`config.mk`:
```
export PLATFORM = sky130hd
export DESIGN_NAME = dds_sweep_sequencer
export DESIGN_NICKNAME = d
export VERILOG_FILES = /design/src/rtl/dds_sweep_sequencer.sv
export SDC_FILE = /design/constraint.sdc
export NUM_CORES = 1
export LEC_CHECK = 0
export BUFFER_PORTS_ARGS = -buffer_cell sky130_fd_sc_hd__buf_2
export CORE_UTILIZATION = 50
export DETAILED_ROUTE_END_ITERATION = 16
export GPL_TIMING_DRIVEN = 0
export PLACE_DENSITY = 0.75
export SKIP_LAST_GASP = 1
export SLEW_MARGIN = 20
export SYNTH_ARGS = -nofsm -noshare
export SYNTH_HDL_FRONTEND = slang
export SYNTH_SLANG_ARGS = --single-unit
```
`constraint.sdc`:
```
create_clock -name aclk -period 12.2 [get_ports aclk]
set_clock_uncertainty 0.1 [all_clocks]
set_input_delay 1.83 -clock aclk [delete_from_list [all_inputs] [get_ports aclk]]
set_output_delay 1.83 -clock aclk [all_outputs]
set_load 0.05 [all_outputs]
```
`src/rtl/dds_sweep_sequencer.sv`:
```
// DDS frequency sweep sequencer: steps a phase increment from start to stop,
// holding each point valid for a fixed time, then dwelling before the next.
module dds_sweep_sequencer #(
    parameter int PHASE_INC_WIDTH = 27,
    parameter int VALID_CYCLES    = 16,
    parameter int DWELL_WIDTH     = 24
) (
    input  logic                       aclk,
    input  logic                       reset,
    input  logic [PHASE_INC_WIDTH-1:0] cfg_start_inc,
    input  logic [PHASE_INC_WIDTH-1:0] cfg_stop_inc,
    input  logic [PHASE_INC_WIDTH-1:0] cfg_step,
    input  logic [DWELL_WIDTH-1:0]     cfg_dwell,
    input  logic                       cfg_up,
    input  logic                       start,
    input  logic                       abort,
    output logic [PHASE_INC_WIDTH-1:0] phase_inc,
    output logic                       phase_inc_valid,
    output logic                       busy,
    output logic                       done,
    output logic [15:0]                point_count
);

    localparam int W   = PHASE_INC_WIDTH;
    localparam int HCW = $clog2(VALID_CYCLES + 1);

    localparam logic [W-1:0]   RESET_INC = W'(8388608);
    localparam logic [HCW-1:0] HOLD_LAST = HCW'(VALID_CYCLES - 1);

    typedef enum logic [2:0] {
        IDLE,
        LOAD,
        HOLD,
        DWELL,
        STEP
    } state_t;

    state_t state, state_n;

    logic [W-1:0]           sh_stop, sh_stop_n;
    logic [W-1:0]           sh_step, sh_step_n;
    logic [DWELL_WIDTH-1:0] sh_dwell, sh_dwell_n;
    logic                   sh_up, sh_up_n;
    logic                   sh_degen, sh_degen_n;
    logic [W-1:0]           cur, cur_n;
    logic [W-1:0]           phase_n;
    logic                   valid_n;
    logic                   done_n;
    logic [15:0]            count_n;
    logic [HCW-1:0]         hold_cnt, hold_cnt_n;
    logic [DWELL_WIDTH-1:0] dwell_cnt, dwell_cnt_n;

    logic [W:0]   sum;
    logic [W:0]   diff;
    logic [W-1:0] next_up;
    logic [W-1:0] next_dn;

    assign busy = (state != IDLE);

    // Candidate next point in both directions, clamped to the stop value
    always_comb begin
        sum  = {1'b0, cur} + {1'b0, sh_step};
        diff = {1'b0, cur} - {1'b0, sh_step};
        if (sum[W] || (sum[W-1:0] >= sh_stop)) begin
            next_up = sh_stop;
        end else begin
            next_up = sum[W-1:0];
        end
        if (diff[W] || (diff[W-1:0] <= sh_stop)) begin
            next_dn = sh_stop;
        end else begin
            next_dn = diff[W-1:0];
        end
    end

    // Next-state and next-output logic; abort overrides every busy state
    always_comb begin
        state_n     = state;
        sh_stop_n   = sh_stop;
        sh_step_n   = sh_step;
        sh_dwell_n  = sh_dwell;
        sh_up_n     = sh_up;
        sh_degen_n  = sh_degen;
        cur_n       = cur;
        phase_n     = phase_inc;
        valid_n     = phase_inc_valid;
        done_n      = 1'b0;
        count_n     = point_count;
        hold_cnt_n  = hold_cnt;
        dwell_cnt_n = dwell_cnt;

        case (state)
            IDLE: begin
                if (start && !abort) begin
                    sh_stop_n  = cfg_stop_inc;
                    sh_step_n  = cfg_step;
                    sh_dwell_n = cfg_dwell;
                    sh_up_n    = cfg_up;
                    sh_degen_n = (cfg_step == '0) ||
                                 (cfg_up  && (cfg_start_inc > cfg_stop_inc)) ||
                                 (!cfg_up && (cfg_start_inc < cfg_stop_inc));
                    cur_n      = cfg_start_inc;
                    count_n    = '0;
                    state_n    = LOAD;
                end
            end
            LOAD: begin
                phase_n    = cur;
                valid_n    = 1'b1;
                hold_cnt_n = '0;
                if (point_count != 16'hFFFF) begin
                    count_n = point_count + 16'd1;
                end
                state_n = HOLD;
            end
            HOLD: begin
                if (hold_cnt == HOLD_LAST) begin
                    valid_n     = 1'b0;
                    dwell_cnt_n = '0;
                    state_n     = (sh_dwell == '0) ? STEP : DWELL;
                end else begin
                    hold_cnt_n = hold_cnt + HCW'(1);
                end
            end
            DWELL: begin
                if (dwell_cnt == (sh_dwell - DWELL_WIDTH'(1))) begin
                    state_n = STEP;
                end else begin
                    dwell_cnt_n = dwell_cnt + DWELL_WIDTH'(1);
                end
            end
            STEP: begin
                if ((cur == sh_stop) || sh_degen) begin
                    done_n  = 1'b1;
                    state_n = IDLE;
                end else begin
                    cur_n   = sh_up ? next_up : next_dn;
                    state_n = LOAD;
                end
            end
            default: begin
                state_n = IDLE;
            end
        endcase

        if (abort && (state != IDLE)) begin
            state_n = IDLE;
            valid_n = 1'b0;
            done_n  = 1'b0;
            phase_n = phase_inc;
            count_n = point_count;
        end
    end

    // State, shadow configuration, counters and registered outputs
    always_ff @(posedge aclk or posedge reset) begin
        if (reset) begin
            state           <= IDLE;
            sh_stop         <= '0;
            sh_step         <= '0;
            sh_dwell        <= '0;
            sh_up           <= 1'b0;
            sh_degen        <= 1'b0;
            cur             <= '0;
            phase_inc       <= RESET_INC;
            phase_inc_valid <= 1'b0;
            done            <= 1'b0;
            point_count     <= '0;
            hold_cnt        <= '0;
            dwell_cnt       <= '0;
        end else begin
            state           <= state_n;
            sh_stop         <= sh_stop_n;
            sh_step         <= sh_step_n;
            sh_dwell        <= sh_dwell_n;
            sh_up           <= sh_up_n;
            sh_degen        <= sh_degen_n;
            cur             <= cur_n;
            phase_inc       <= phase_n;
            phase_inc_valid <= valid_n;
            done            <= done_n;
            point_count     <= count_n;
            hold_cnt        <= hold_cnt_n;
            dwell_cnt       <= dwell_cnt_n;
        end
    end

endmodule

```
=== Word-level counts from Yosys, hierarchy flattened ===
Cells that the tools add are included.

* Register bits after elaboration: 184
* Input bits: 110
* Output and inout bits: 46
* Word-level logic and storage cells: 96

* $add $sub $neg: 6
* Magnitude comparators: 4
* Equality and inequality tests: 17
* Mux-type cells: 27
* Bitwise operators: 1
* Reduce and logical (&&, ||, !) cells: 28

{| class="wikitable"
|+ Operator list
! cell !! count
|-
| $mux W27 || 5
|-
| $pmux W27 S2 || 1
|-
| $mux W24 || 2
|-
| $pmux W24 S2 || 1
|-
| $mux W16 || 2
|-
| $pmux W16 S2 || 1
|-
| $add A27 B27 Y28 || 1
|-
| $sub A27 B27 Y28 || 1
|-
| $eq A27 B27 Y1 || 1
|-
| $ge A27 B27 Y1 || 1
|-
| $gt A27 B27 Y1 || 1
|-
| $le A27 B27 Y1 || 1
|-
| $logic_not A27 Y1 || 1
|-
| $lt A27 B27 Y1 || 1
|-
| $add A24 B1 Y24 const B || 1
|-
| $eq A24 B24 Y1 || 1
|-
| $logic_not A24 Y1 || 1
|-
| $sub A24 B1 Y24 const B || 1
|-
| $add A16 B1 Y16 const B || 1
|-
| $ne A16 B16 Y1 const B || 1
|-
| $mux W3 || 5
|-
| $pmux W3 S5 || 1
|-
| $ne A2 B2 Y1 const B || 6
|-
| $pmux W5 S2 || 1
|-
| other kinds (19) || 44
|}

=== Longest topological paths before layout ===
Gate-level depths: netlist (run 1).

* Depth in word-level cells: 7
* Depth in mapped cells: 22
* Depth with buffers taken out: 20

=== Worst setup path before layout (run 1) ===
No wires, ideal clock.

* Path type: register to register
* From: register cur[0]
* To: register cur[3]
* Library setup time: 0.095 ns
* Data arrival time: 4.486 ns
* Data required time: 12.005 ns
* Setup slack: 7.519 ns
* Stages on the path, launching flop included: 21
* Path buffers: 2
* Period minus slack after synthesis: 4.681 ns
* Path through: dfrtp_1 inv_1 ha_1 fa_1 nor2b_1 o31a_1 a41oi_1 o21ai_0 a211oi_1 o41ai_1 xor2_1 ha_1 nand4_1 nor3_1 a221oi_1 o21ai_0 o211ai_1 clkbuf_1 clkbuf_1 o22ai_1 o31ai_1

* Word-level cells in the longest chain between the ends: 7
* Elaborated cells on any way between the ends: 15
* Classes of those cells: 2 x add/sub; 2 x order compare; 2 x eq/ne; 5 x mux; 4 x reduce/logical

{| class="wikitable"
|+ RTL lines
! what !! line !! text
|-
| start: declaration || 45 || <nowiki>logic [W-1:0] cur, cur_n;</nowiki>
|-
| start signal: assignment || 178 || <nowiki>cur <= cur_n;</nowiki>
|-
| $sub A27 B27 Y28 / $add A27 B27 Y28 (equally long branches) || 63, 62 ||
|-
| $le A27 B27 Y1 / $ge A27 B27 Y1 (equally long branches) || 69, 64 ||
|-
| $logic_or A1 B1 Y1 (on tied branches) || 69, 64 ||
|-
| $mux W27 (on tied branches) || 69, 64 ||
|-
| $mux W27 || 137 || <nowiki>cur_n = sh_up ? next_up : next_dn;</nowiki>
|-
| $mux W27 || 133 || <nowiki>if ((cur == sh_stop) || sh_degen) begin</nowiki>
|-
| $pmux W27 S2 || 92 || <nowiki>case (state)</nowiki>
|}

Parallel ways exist; a longest one is shown, timed or not. The select of a mux whose other input is x is not followed.
A chain may end at the register's enable or synchronous reset.

=== Worst setup path in the final report (run 1) ===
Same ends and word-level chain as after synthesis.

==> reports/results.ini, run 1 <==
[run_status]
status = completed

[logic_synthesis]
ys.flop_type = dfrtp_1
synthCells = 1709
synth.mux.area_fraction_pct = 3.40
synth_edf_count = 0
synth_top_area_share_pct = 32.0
yosysSeqAreaShare_pct = 32.2
synth_top_area_cell = dfrtp_1
synth.most_common_cell = nand2_1
synth_compound_area_share_pct = 18.4
synthAdderAreaFrac_pct = 12.5
yosys.area_share.simple_pct = 21.1
yosysUniqueCellTypes = 79
synth.area.top_cells = dfrtp_1, ha_1, nand2_1
syn_nets = 1961
ys_ff_latch = 184
synthesis.area_um2 = 14300
async_flop_share_pct = 100
synth_common_cells = nand2_1, dfrtp_1, ha_1, o21ai_0, nor2_1
avgSynthCellArea_um2 = 8.37
synth_top_family_by_area = simple AND/OR/NAND/NOR gates
synthXorXnorAreaFrac_pct = 6.98
yosys_warnings = 0

[power]
p_leak_nw = 7.32
peakVddDrop_v = 0.000160
powerDensity_nw_per_um2 = 214
comb_power_share_pct = 58.0
power_frac_clock_pct = 16.7
internal-power_mw = 1.74
p_sw_share_pct = 49.9
p_switching_mw = 1.73
seqPwrFrac_pct = 25.3

[routing]
via_count = 13606
avgRoutedWirePerCell_um = 19.8
drt_iter0_drc = 1294
drc_errors = 0
viasPerCell = 5.98
totalWireLength_um = 45100
drtAntennaViolNets = 0
drt_pass1_iterations = 6

[global_route]
grt_pass1_vias = 12793
grt.total_usage_pct = 31.5
grt_overflow = 0
antenna_found_initial = 2
grt_max_degree = 73
grt_pass1_wl_um = 70100

[critical_path]
worst_ep_required_time_ns = 12.47
reg2reg_depth = 20
crit_fanout = 10
crit_path_cell_trace = inv_1, ha_1, fa_1, nor2b_1, o31a_1, a41oi_1, o21ai_0, a211oi_1, o41ai_1, xor2_1, ha_1, nand4_1, nor3_1, a221oi_1, o21ai_0, o211ai_1, clkbuf_1, clkbuf_1, o22ai_1, o31ai_1
r2r-start = cur[0]
max_stage_delay_ns = 0.63
worstSetupPathType = reg -> reg
cp.arrival_ns = 7.03
r2r_slack_ns = 5.44
slowest_stage = clkbuf_1
cp-start-kind = flop
end_kind = flop
rr_endpoint = cur[3]

[timing]
finalSetupTns_ns = 0
fmax_mhz = 148
setup_viol = 0
maxSlewHeadroom_pct = 37.6
worst_slew_pin_slew_ns = 0.928
min_period_ns = 6.76
maxSlewViolCount = 0
period_share_pct = 55.4
hold_viol = 0
rsz0062_at_grt = false

[floorplan]
dieArea_um2 = 29300
die_y_um = 171
rows = 61
initial_core_util_pct = 51.2
ios = 156
die_x_um = 171
core-area_um2 = 27900

[final_layout]
fill_cells = 2555
drive_above_1_share_pct = 13.5
fin_area_um2 = 16200
nNetsFinal = 2136
areaGrowthSynthToFinish_pct = 13.4

[run]
max-cap-violations = 0

[clock_tree]
cts_tree = built
clk_latency_ns = 0.46
cts.sink_count = 184
hold_buffers = 0
clkTransAtPathRegs_ns = 0.09
clk_path_buf_depth = 2
cts_setup_buffers = 0
cts-resized-gates = 0
root_buffer = clkbuf_16
htreeDepth = 4
cts_buffers = 17

[hold_path]
hp-start = phase_inc[25]
hp-class = reg -> reg
hold-path-endpoint = phase_inc[25]
hold_depth = 1

[place]
hpwlAfterDp_um = 35300
placed_cell_area_um2 = 15600
portBuffers = 154
gp_congestion = 0.978

==> how the worst max path moves through the flow <==
stage	cells past startpoint	slack (ns)	end	startpoint
CTS	19	5.60	cur[3]	cur[2]
global placement	2	3.04	phase_inc[24]	reset
detailed placement	19	5.66	cur[3]	cur[2]
finish	20	5.44	cur[3]	cur[0]
floorplan	1	5.27	cur[0]	reset
global route	19	5.16	cur[5]	cur[0]
==> cells by family (layout without fill, tap and decap cells) <==
kind of cell	count (synthesis)	in the layout
xor+xnor	114	114
compound gates	413	413
mux	45	45
buf+inv	197	385
fa+ha+maj	142	142
simple gates	614	614
flops	184	184
other cells	0	1
==> cell type report <==
type,count,area [um^2],area share [%]
diodes,1,2.50,0.0154
plain buffers,75,317,1.95
clock buffers,17,425,2.62
clock inverters,15,169,1.04
inverters,122,465,2.87
multi-input cells,1328,8930,55.1
flip-flops and latches,184,4610,28.4
well taps,378,473,2.92
repair buffers,156,826,5.09
==> cells in the final DEF, fill, tap and decap left out, drive strengths merged, types with 10 or more instances in the layout <==
cell / synthesis / final
nand2: 224 / 224
dfrtp: 183 / 183
buf: 13 / 169
ha: 140 / 140
o21ai: 128 / 128
inv: 118 / 128
nor2: 121 / 121
a21oi: 89 / 89
clkbuf: 62 / 79
xnor2: 65 / 65
xor2: 49 / 49
nor3: 47 / 47
or3: 37 / 37
nand4: 37 / 37
nand3: 32 / 32
nand2b: 30 / 30
o211ai: 29 / 29
mux2: 29 / 29
a21o: 27 / 27
nor2b: 23 / 23
o31ai: 21 / 21
nor4: 21 / 21
a211oi: 20 / 20
a31oi: 17 / 17
mux2i: 16 / 16
o22ai: 14 / 14
a221oi: 10 / 10
and3: 10 / 10
==> flip-flops by register name, indices dropped and copies added (netlist names) <==
| signal | flops |
|---|---|
| cur | 27 |
| phase_inc | 27 |
| sh_step | 27 |
| sh_stop | 27 |
| dwell_cnt | 24 |
| sh_dwell | 24 |
| point_count | 16 |
| hold_cnt | 5 |
| state | 3 |
| done | 1 |
| phase_inc_valid | 1 |
| sh_degen | 1 |
| sh_up | 1 |
==> worst max-delay path, delay by kind of cell, from the launching register on <==
family                     cells  cell delay, ns
and+or+nand+nor                3            0.49
AOI/OAI and AO/OA             10            3.11
adders and majority gates      3            0.97
buffers and inverters          3            1.22
xor gates and xnor gates       1            0.34
DFF                            1            0.45
==> power by group through the flow <==
stage                     Clock, mW  Combinational, mW  Sequential, mW
after floorplan                   0               1.28            1.01
after detailed placement          0               1.96           0.886
after CTS                     0.580               1.97           0.875
after global placement            0               1.91           0.880
after global routing          0.606               2.20           0.897
final                         0.579               2.02           0.880
==> stage by stage <==
stage / setup WS (ns) / util (%) / hold WS (ns) / instances / power (mW)
final: 5.44 / 58.0 / 0.401 / 2276 / 3.47
after global routing: 5.16 / 58.0 / 0.422 / 2275 / 3.70
after CTS: 5.60 / 58.0 / 0.408 / 2275 / 3.42
after detailed placement: 5.66 / 55.9 / 0.391 / 2243 / 2.84
after global placement: 3.04 / 55.6 / 0.385 / 2241 / 2.79
after floorplan: 5.27 / - / 0.366 / 1709 / 2.29
==> routing by layer <==
layer  vias up  wire (um)  global-route usage, %  part of all wire [%]
met5         -          0                      0                     0
met4         0       1870                   14.3                   4.1
met3       103       3490                   5.39                   7.7
met2       586      20500                   50.3                    45
met1      6491      19300                   41.5                    43
li1       6426          -                      -                     -
Note: power is estimated with default switching activity, not from simulation.
==> run 2, diff against run 1 <==
PLACE_DENSITY = 0.77   (was 0.75)
clock period = 6.15 ns   (was 12.2 ns; I/O delays follow)
==> run 2 against run 1 <==
Register-to-register slack got worse by 5.3 ns. Cell area increased by 0.33%. Die area unchanged. Utilization increased by 0.19 points. First-iteration DRC count increased by 5.7%. Via count increased by 0.51%. Setup slack got worse by 5.3 ns. Critical path type unchanged. Critical endpoint is now cur[12]. Largest cell class unchanged.
==> reports/results.ini, run 2 (synthesis gave the netlist of run 1 again) <==
[global_route]
grt.total_usage_pct = 31.6  ; was 31.5%
grt_pass1_wl_um = 70700  ; was 70100 um
antenna_found_initial = 0  ; was 2
grt_max_degree = 101  ; was 73
grt_pass1_vias = 13240  ; was 12793
grt_overflow = 0  ; unchanged

[place]
gp_congestion = 0.998  ; was 0.978
hpwlAfterDp_um = 35500  ; was 35300 um
portBuffers = 154  ; unchanged

[final_layout]
nNetsFinal = 2135  ; was 2136
fill_cells = 2612  ; was 2555
multi_input_area_um2 = 8960  ; was 8930 um^2
final_common_cell = nand2_1  ; unchanged
areaGrowthSynthToFinish_pct = 13.8  ; was 13.4%
diodes = 0  ; was 1
mostFrequentLayoutCells = nand2_1, dfrtp_1, buf_2  ; unchanged
drive_above_1_share_pct = 13.9  ; was 13.5%
seq_area_um2 = 4610  ; unchanged

[power]
p_sw_share_pct = 49.7  ; was 49.9%
p_total_mw = 6.98  ; was 3.47 mW
peakVddDrop_v = 0.000306  ; was 0.000160 V
power_frac_clock_pct = 17.4  ; was 16.7%
p_switching_mw = 3.47  ; was 1.73 mW
seqPwrFrac_pct = 25.0  ; was 25.3%
internal-power_mw = 3.51  ; was 1.74 mW
comb_power_share_pct = 57.7  ; was 58.0%
powerDensity_nw_per_um2 = 429  ; was 214 nW/um^2
p_leak_nw = 7.36  ; was 7.32 nW

[critical_path]
max_stage_delay_ns = 0.55  ; was 0.63 ns
crit_path_cell_trace = ha_1, or2_2, o211ai_1, a31oi_1, a211oi_1, o21ai_0, a21oi_1, xor2_1, ha_1, nand4_1, nor2_1, o311ai_0, a31oi_1, o21ai_0, o211ai_1, buf_2, buf_1, o22ai_1, o32ai_1  ; was inv_1, ha_1, fa_1, nor2b_1, o31a_1, a41oi_1, o21ai_0, a211oi_1, o41ai_1, xor2_1, ha_1, nand4_1, nor3_1, a221oi_1, o21ai_0, o211ai_1, clkbuf_1, clkbuf_1, o22ai_1, o31ai_1
worstSetupPathType = reg -> reg  ; unchanged
crit_fanout = 10  ; unchanged
worst_ep_required_time_ns = 6.40  ; was 12.47 ns
slowest_stage = o211ai_1  ; was clkbuf_1
end_kind = flop  ; unchanged
cp-start-kind = flop  ; unchanged
cp.arrival_ns = 6.31  ; was 7.03 ns

[timing]
min_period_ns = 6.06  ; was 6.76 ns
rsz0062_at_grt = false  ; unchanged
fmax_mhz = 165  ; was 148 MHz
maxSlewHeadroom_pct = 36.8  ; was 37.6%
maxSlewViolCount = 0  ; unchanged
worst_slew_pin_slew_ns = 0.939  ; was 0.928 ns
hold_viol = 0  ; unchanged
period_share_pct = 98.5  ; was 55.4%
finalSetupTns_ns = 0  ; unchanged
setup_viol = 0  ; unchanged

[clock_tree]
clk_latency_ns = 0.47  ; was 0.46 ns
htreeDepth = 4  ; unchanged
clk_path_buf_depth = 2  ; unchanged
cts_buffers = 17  ; unchanged
cts_tree = built  ; unchanged
cts.sink_count = 184  ; unchanged
root_buffer = clkbuf_16  ; unchanged
cts_setup_buffers = 0  ; unchanged
clkTransAtPathRegs_ns = 0.08  ; was 0.09 ns

[routing]
via_count = 13676  ; was 13606
drt_pass1_iterations = 5  ; was 6
totalWireLength_um = 45400  ; was 45100 um
drt_iter0_drc = 1368  ; was 1294
avgRoutedWirePerCell_um = 20.0  ; was 19.8 um
drc_errors = 0  ; unchanged
viasPerCell = 6.01  ; was 5.98
drtAntennaViolNets = 0  ; unchanged

[floorplan]
die_x_um = 171  ; unchanged
core-area_um2 = 27900  ; unchanged
initial_core_util_pct = 51.2  ; unchanged
dieArea_um2 = 29300  ; unchanged
die_y_um = 171  ; unchanged
rows = 61  ; unchanged
ios = 156  ; unchanged

[run_status]
status = completed  ; unchanged

[hold_path]
hp-class = reg -> reg  ; unchanged

[run]
max-cap-violations = 0  ; unchanged

-- run 2: cell count changes in the layout (fill, tap and decap cells not counted), sizes merged --
| cell | delta |
|---|---|
| diode | -1 |
| buf | -1 |
| clkinv | +3 |
| inv | -2 |
| bufinv | +1 |
| clkinvlp | -2 |
-- run 2: critical path: cells and delay by family, from the launching register on --
family,cells,cell delay [ns]
buf+inv,2,0.62
fa+ha+maj,2,0.60
flops,1,0.48
xor+xnor,1,0.34
simple gates,3,0.54
compound gates,11,3.24
-- run 2: layer usage --
metal  share of wire, %  global-route usage (%)
met3                7.4                    4.65
met1                 43                    41.9
met2                 46                    51.8
met5                  0                       0
met4                3.4                    12.3
-- run 2: timing repair --
| action | 4_1_cts | 5_1_grt |
|---|---|---|
| gates resized for setup | 4 | 10 |
| hold buffers | 0 | 0 |
| setup endpoints to repair | 21 | 21 |
-- run 2: power by group through the flow --
stage / combinational [mW] / clock (mW) / sequential, mW
after floorplan: 2.55 / 0 / 2.00
after global placement: 3.79 / 0 / 1.74
after detailed placement: 3.88 / 0 / 1.76
after CTS: 3.92 / 1.22 / 1.74
after global routing: 4.40 / 1.27 / 1.78
final: 4.03 / 1.21 / 1.74
-- run 2: final cells by class --
| cell class | count | share of cell area [%] |
|---|---|---|
| Sequential cell | 184 | 28.3 |
| Tap cell | 378 | 2.91 |
| Timing Repair Buffer | 155 | 4.91 |
| Clock buffer | 17 | 2.61 |
| Inverter | 122 | 2.86 |
| Clock inverter | 15 | 1.32 |
| Buffer | 75 | 1.98 |
| Multi-Input combinational cell | 1328 | 55.1 |
-- run 2: final timing paths --
path	endpoint	startpoint	slack (ns)	cells past startpoint
worst max-delay path	cur[12]	cur[2]	0.09	19
worst min-delay path	phase_inc[4]	phase_inc[4]	0.40	1
worst max register to register	cur[12]	cur[2]	0.09	19
worst min register to register	phase_inc[4]	phase_inc[4]	0.40	1
max in group asynchronous	dwell_cnt[16]	reset	4.59	3
min in group asynchronous	phase_inc[3]	reset	0.44	2
-- run 2: metrics by stage --
stage / cell area (um^2) / cells / hold slack [ns] / util, % / worst slack [ns]
3_5_place_dp: 15600 / 2242 / 0.390 / 55.8 / -0.339
5_1_grt: 16300 / 2274 / 0.422 / 58.2 / 0.00987
3_3_place_gp: 15500 / 2241 / 0.383 / 55.6 / -2.13
4_1_cts: 16200 / 2274 / 0.409 / 58.1 / 0.0250
2_1_floorplan: 14300 / 1709 / 0.366 / - / 0.129
6_report: 16300 / 2274 / 0.404 / 58.2 / 0.0911
